### config.mk
export PLATFORM = sky130hd
export DESIGN_NAME = rf_op_sequencer
export DESIGN_NICKNAME = d
export VERILOG_FILES = /design/src/rtl/rf_op_sequencer.sv
export SDC_FILE = /design/constraint.sdc
export NUM_CORES = 1
export LEC_CHECK = 0
export CAP_MARGIN = 30
export CORE_MARGIN = 10
export CORE_UTILIZATION = 26
export CTS_CLUSTER_DIAMETER = 80
export DETAILED_ROUTE_END_ITERATION = 10
export PLACE_DENSITY_LB_ADDON = 0.25
export SLEW_MARGIN = 20
export SYNTH_ARGS = -nofsm -noshare
export SYNTH_HDL_FRONTEND = slang
export SYNTH_SLANG_ARGS = --single-unit
### constraint.sdc
create_clock -name clk -period 3.6 [get_ports clk]
set_input_delay 0.54 -clock clk [delete_from_list [all_inputs] [get_ports clk]]
set_output_delay 0.54 -clock clk [all_outputs]
set_load 0.01 [all_outputs]
### src/rtl/rf_op_sequencer.sv
// Sequences one register-to-register command through read, execute, write-back and report.
// Latency: 4 cycles handshake-to-done; backpressure: cmd_ready is high only in IDLE.
module rf_op_sequencer #(
    parameter int W = 16,
    parameter int N = 5
) (
    input  logic         clk,
    input  logic         reset,
    input  logic         cmd_valid,
    output logic         cmd_ready,
    input  logic [2:0]   cmd_op,
    input  logic [N-1:0] cmd_rd,
    input  logic [N-1:0] cmd_rs1,
    input  logic [N-1:0] cmd_rs2,
    input  logic [W-1:0] cmd_imm,
    output logic         rf_we,
    output logic [N-1:0] rf_addr_rd,
    output logic [N-1:0] rf_addr_rs1,
    output logic [N-1:0] rf_addr_rs2,
    output logic [W-1:0] rf_data_in,
    input  logic [W-1:0] rf_rs1,
    input  logic [W-1:0] rf_rs2,
    output logic         done,
    output logic [W-1:0] result,
    output logic         flag_z,
    output logic         flag_c
);

    typedef enum logic [2:0] {
        S_IDLE  = 3'd0,
        S_READ  = 3'd1,
        S_EXEC  = 3'd2,
        S_WRITE = 3'd3,
        S_DONE  = 3'd4
    } state_t;

    localparam logic [2:0] OP_ADD = 3'b000;
    localparam logic [2:0] OP_SUB = 3'b001;
    localparam logic [2:0] OP_AND = 3'b010;
    localparam logic [2:0] OP_OR  = 3'b011;
    localparam logic [2:0] OP_XOR = 3'b100;
    localparam logic [2:0] OP_LDI = 3'b101;
    localparam logic [2:0] OP_MOV = 3'b110;
    localparam logic [2:0] OP_CMP = 3'b111;

    state_t       state_q;
    logic [2:0]   op_q;
    logic [N-1:0] rd_q, rs1_q, rs2_q;
    logic [W-1:0] imm_q, a_q, b_q;
    logic [W-1:0] alu_q;
    logic         z_q, c_q;
    logic         ready_q, rf_we_q, done_q;
    logic [W-1:0] result_q;
    logic         flag_z_q, flag_c_q;

    logic [W-1:0] alu_d;
    logic         c_d;
    logic [W:0]   sum;
    logic [W-1:0] diff;

    assign sum  = {1'b0, a_q} + {1'b0, b_q};
    assign diff = a_q - b_q;

    always_comb begin
        alu_d = '0;
        c_d   = 1'b0;
        case (op_q)
            OP_ADD:  begin alu_d = sum[W-1:0]; c_d = sum[W]; end
            OP_SUB,
            OP_CMP:  begin alu_d = diff; c_d = (a_q < b_q); end
            OP_AND:  alu_d = a_q & b_q;
            OP_OR:   alu_d = a_q | b_q;
            OP_XOR:  alu_d = a_q ^ b_q;
            OP_LDI:  alu_d = imm_q;
            OP_MOV:  alu_d = a_q;
            default: alu_d = '0;
        endcase
    end

    always_ff @(posedge clk) begin
        if (!reset) begin
            state_q  <= S_IDLE;
            op_q     <= '0;
            rd_q     <= '0;
            rs1_q    <= '0;
            rs2_q    <= '0;
            imm_q    <= '0;
            a_q      <= '0;
            b_q      <= '0;
            alu_q    <= '0;
            z_q      <= 1'b0;
            c_q      <= 1'b0;
            ready_q  <= 1'b0;
            rf_we_q  <= 1'b0;
            done_q   <= 1'b0;
            result_q <= '0;
            flag_z_q <= 1'b0;
            flag_c_q <= 1'b0;
        end else begin
            case (state_q)
                S_IDLE: begin
                    if (cmd_valid && ready_q) begin
                        op_q    <= cmd_op;
                        rd_q    <= cmd_rd;
                        rs1_q   <= cmd_rs1;
                        rs2_q   <= cmd_rs2;
                        imm_q   <= cmd_imm;
                        ready_q <= 1'b0;
                        state_q <= S_READ;
                    end else begin
                        ready_q <= 1'b1;
                    end
                end
                S_READ: begin
                    a_q     <= rf_rs1;
                    b_q     <= rf_rs2;
                    state_q <= S_EXEC;
                end
                S_EXEC: begin
                    alu_q   <= alu_d;
                    z_q     <= (alu_d == '0);
                    c_q     <= c_d;
                    // r0 is read-only and CMP only reports flags
                    rf_we_q <= (rd_q != '0) && (op_q != OP_CMP);
                    state_q <= S_WRITE;
                end
                S_WRITE: begin
                    rf_we_q  <= 1'b0;
                    done_q   <= 1'b1;
                    result_q <= alu_q;
                    flag_z_q <= z_q;
                    flag_c_q <= c_q;
                    state_q  <= S_DONE;
                end
                S_DONE: begin
                    done_q  <= 1'b0;
                    ready_q <= 1'b1;
                    state_q <= S_IDLE;
                end
                default: state_q <= S_IDLE;
            endcase
        end
    end

    // Gating with reset keeps a reset raised mid-cycle from letting a write or done escape.
    assign rf_we       = rf_we_q & reset;
    assign done        = done_q & reset;
    assign cmd_ready   = ready_q & reset;
    assign rf_addr_rd  = rd_q;
    assign rf_addr_rs1 = rs1_q;
    assign rf_addr_rs2 = rs2_q;
    assign rf_data_in  = alu_q;
    assign result      = result_q;
    assign flag_z      = flag_z_q;
    assign flag_c      = flag_c_q;

endmodule

Word-level counts from Yosys, hierarchy flattened:

Cells that the tools add are included.

* add/subtract/negate cells: 2
* magnitude comparators: 1
* equal/unequal tests: 13
* multiplexer cells: 8
* bitwise gates (word level): 6
* reduce and logical (&&, ||, !) cells: 11

Operators with widths (number)
* 16-bit one-hot mux with 7 select lines: 1
* 16-bit by 16-bit adder with 17-bit output: 1
* 16-bit AND: 1
* 16-bit zero test: 1
* 16-bit < comparator: 1
* 16-bit bitwise OR: 1
* 16-bit subtractor: 1
* 16-bit XOR: 1
* 3-bit equality test, second input constant: 5
* 3-bit by 2-bit equality test with 1-bit output, second input constant: 4
* 3-bit one-hot mux with 4 select lines: 1
* 1-bit one-hot mux with 2 select lines: 4
* 3-bit by 1-bit equality test with 1-bit output, second input constant: 2
* 3-bit zero test: 2
* 2-bit nonzero test: 3
* 5-bit nonzero test: 1
* 1-bit AND: 3
* 3-bit 2-to-1 mux: 1
* 3-bit inequality test, second input constant: 1
* 1-bit logical AND: 2
* 2-bit inequality test, second input constant: 1
* 2-bit AND reduction: 1
* 2-bit OR reduction: 1
* 1-bit 2-to-1 mux: 1

* register bits: 108
* bits of input ports: 69
* output and inout port bits: 52
* word-level logic and storage cells: 58

Depth between registers and ports, before layout:

* word-level depth: 4
* mapped depth: 13
* gate-level depth less buffers: 13

Least setup slack after synthesis:

No wires, ideal clock.

* kind: reg2reg
* from: register a_q[8]
* to: register z_q
* library setup time: 0.059 ns
* arrival time: 2.717 ns
* required time: 3.541 ns
* slack: 0.824 ns
* cell stages (with the launch flop): 12
* buffers on the path: 0
* period minus slack after synthesis: 2.776 ns
* cells stage by stage: dfxtp_1 > inv_1 > ha_1 > or2_1 > or4_1 > a21oi_1 > or3b_1 > mux2_1 > a211oi_1 > and4_1 > nand4_1 > nand2_1

* word-level cells in the longest chain between the ends: 3
* elaborated cells on any way between the ends: 7
* those cells by class: add/sub (2); mux (1); bitwise (3); reduce/logical (1)

Ends and longest elaborated chain
* start, declared: line 49 `logic [W-1:0] imm_q, a_q, b_q;`
* start signal, assigned: line 115 `a_q <= rf_rs1;`
* 16-bit subtractor, or another cell as far along: line 62 `assign diff = a_q - b_q;`
* 16-bit one-hot mux with 7 select lines *: line 67 `case (op_q)`
* 16-bit zero test *: line 121 `z_q <= (alu_d == '0);`
* end signal, assigned: line 121
* end, declared: line 51 `logic z_q, c_q;`

Mark *: on every way between the ends. The rest lies on a longest branch, timed or not.
A chain may end at the register's enable or synchronous reset.

Worst setup path after layout:

* from: register a_q[7]
* to: register z_q

Same word-level chain as after synthesis.

==> out/metrics.yaml <==
run_status:
  status: "complete, no violations"
cts:
  clock-root-buffer: "sky130_fd_sc_hd__clkbuf_16"
  clock_buffer_count_from_cts: 9
  clkLatencyLatePin_ps: 370
  post_cts_resize_count: 0
  tritoncts: "built"
  htree_levels: 3
  cts_sinks: 108
  clockBufferDepth: 2
  clk_pin_slew_worst_paths_ps: 90
  cts_hold_buffers: 0
  cts_post_setup_buffers_inserted: 0
power:
  power.share.switching: 0.367
  cellInternalPower_mw: 2.27
  share_comb_of_total_power: 0.330
  vdd.ir_drop.worst_mv: 0.297
  power_density_nw_per_um2: 408
  power_share_of_the_sequential_group: 0.378
  power.static_leakage_nw: 3.11
  switchingPower_mw: 1.31
  clockPowerShare: 0.292
global_route:
  grt_util_all_layers: 0.150
  global_route_wire_length_before_repair_um: 40400
  grt_antenna_before_repair: 0
  grt_max_degree: 61
  grt_overflow_total: 0
  first_global_vias: 6892
logic_synthesis:
  netlist-cell-type-count: 73
  yosysSeqAreaShare: 0.318
  synth_ff_type: "sky130_fd_sc_hd__dfxtp_1"
  syn-mean-instance-area_um2: 7.36
  postSynthCellCount: 924
  synth_top_cell_area_share: 0.318
  syn-cell-area_um2: 6800
  synth_area_leader_cell: "sky130_fd_sc_hd__dfxtp_1"
  number_of_flops_mapped_to_enable_cells_by_yosys: 0
  ys.warnings.count: 0
  asyncSetResetFlopFracSynth: 0
  postSynthRegisterBits: 108
  synth.top_cells.by_area: "sky130_fd_sc_hd__dfxtp_1, sky130_fd_sc_hd__nand2_1, sky130_fd_sc_hd__a21oi_1"
  synth_fp_nets: 1043
sta:
  fin_tns_setup_ps: 0
  rsz0062_at_grt: "false"
  finalHoldViolCount: 0
  worst-slew-pin-transition_ps: 864
  maxSlewHeadroom: 0.423
  finClkSkew_ps: 13.3
  post-route-period-util: 0.936
  slew_viol_final: 0
  setup_viol_count_final: 0
  timing.final.crit_period_ps: 3370
  achievable-frequency_mhz: 297
flow_run:
  cap_viol_max_count: 0
route:
  drt-vias-per-instance: 5.05
  final_antenna_net_count: 0
  postRouteWirelength_um: 25500
  via_count: 6915
  route.detailed.wl_per_inst_um: 18.6
  dr.pass1.iters: 4
  remaining_design_rule_violation_count: 0
  detail_route.iter0.violations: 446
finish:
  final_nets: 1149
  layout.cells.most_common: "sky130_fd_sc_hd__nand2_1"
  insertedDiodeCount: 0
  layout_common_cells: "sky130_fd_sc_hd__nand2_1, sky130_fd_sc_hd__a21oi_1, sky130_fd_sc_hd__clkdlybuf4s50_1, sky130_fd_sc_hd__dfxtp_1, sky130_fd_sc_hd__nor2_1"
  utilization: 0.338
  post_route_cells_drive_above_1_share: 0.0773
  multi_input_area_um2: 4180
  syn_to_final_growth_pct: 29.0
  nFillCells: 2781
  regArea_um2: 2160
floorplanning:
  dieArea_um2: 33000
  design.core.area_um2: 25900
  die_y_extent_um: 182
  fp.dieW_um: 182
  initial_standard_cell_utilization_of_the_core: 0.262
  ioPinCount: 121
  std_cell_rows: 59
placement:
  dpl.hpwl_um: 19400
  port_buffers: 120
  gp_congestion: 1.01
min_path:
  worstHoldPathType: "reg -> reg"
critical_path:
  critical_path_peak_fanout: 8
  setup.worst_path.end_class: "register"
  worstSetupPathType: "reg -> reg"
  crit_arrival_ps: 3690
  required_ps: 3920
  cp-start-kind: "register"
critical path: stages (launching register included):
cell and delay, ps:
sky130_fd_sc_hd__dfxtp_1 490, sky130_fd_sc_hd__inv_1 80, sky130_fd_sc_hd__ha_1 410, sky130_fd_sc_hd__or2_1 300, sky130_fd_sc_hd__or4_1 540, sky130_fd_sc_hd__a21oi_1 290
sky130_fd_sc_hd__or3b_1 180, sky130_fd_sc_hd__mux2_1 320, sky130_fd_sc_hd__a211oi_1 310, sky130_fd_sc_hd__and4_1 250, sky130_fd_sc_hd__nand4_1 90, sky130_fd_sc_hd__nand2_1 70
final cells by class:
class                   count  share of cell area
clock buffers               9              0.0257
clock inverters             7             0.00885
inverters                  59              0.0253
multi-input cells         696               0.476
flip-flops and latches    108               0.247
well taps                 335              0.0478
repair buffers            156               0.169
power groups by stage:
| stage | clock [mW] | sequential, mW | combinational, mW |
|---|---|---|---|
| 3_5_place_dp | 0 | 1.38 | 1.16 |
| 4_1_cts | 1.08 | 1.35 | 1.17 |
| 3_3_place_gp | 0 | 1.38 | 1.18 |
| 5_1_grt | 1.13 | 1.37 | 1.30 |
| 6_report | 1.05 | 1.35 | 1.18 |
| 2_1_floorplan | 0 | 1.36 | 0.708 |
metal layers:
metal  routed length [µm]  vias up  track usage
met5                    0        -            0
li1                     -     3413            -
met1                11500     3238        0.191
met2                11500      231        0.239
met3                 1960       33       0.0447
met4                  564        0       0.0465
state kept, by name (all words and copies together) (netlist names):
register	count
imm_q	16
rf_addr_rd	5
state_q	3
z_q	1
result	16
flag_z	1
b_q	16
rf_we_q	1
rf_addr_rs1	5
flag_c	1
done_q	1
a_q	16
c_q	1
ready_q	1
rf_data_in	16
rf_addr_rs2	5
op_q	3
metrics by stage:
stage	instances	hold slack [ps]	worst slack, ps	power, mW	area [µm²]
global placement	1354	439	389	2.56	8460
floorplan	924	427	824	2.07	6800
detailed placement	1354	448	298	2.55	8460
finish	1370	454	229	3.58	8770
CTS	1370	457	273	3.60	8770
global route	1370	474	72.9	3.80	8770
synth_stat cells (14+ instances only):
master,count
sky130_fd_sc_hd__inv_1,57
sky130_fd_sc_hd__nor2_1,61
sky130_fd_sc_hd__ha_1,48
sky130_fd_sc_hd__clkbuf_1,42
sky130_fd_sc_hd__a211oi_1,23
sky130_fd_sc_hd__dfxtp_1,108
sky130_fd_sc_hd__nor3_1,20
sky130_fd_sc_hd__nand2_1,197
sky130_fd_sc_hd__buf_2,14
sky130_fd_sc_hd__a21oi_1,123
sky130_fd_sc_hd__o21ai_0,30
final timing paths:
kind                                from                          end  slack, ps  depth (start not counted)
min          rf_addr_rs1[4]$_SDFFE_PN0P_  rf_addr_rs1[4]$_SDFFE_PN0P_        450                          2
max reg2reg          a_q[7]$_SDFFE_PN0P_             z_q$_SDFFE_PN0P_        230                         11
min reg2reg  rf_addr_rs1[4]$_SDFFE_PN0P_  rf_addr_rs1[4]$_SDFFE_PN0P_        450                          2
max                  a_q[7]$_SDFFE_PN0P_             z_q$_SDFFE_PN0P_        230                         11
logic make-up after synthesis:
logic type,Yosys count,synth area share
AND/OR/NAND/NOR,355,0.230
AO/OA/AOI/OAI,272,0.259
buffers and inverters,120,0.0699
flip-flops,108,0.318
adder cells (fa/ha/maj),50,0.0942
multiplexers,16,0.0248
XOR/XNOR,3,0.00387
No activity file was read; power rests on OpenSTA's default activity.
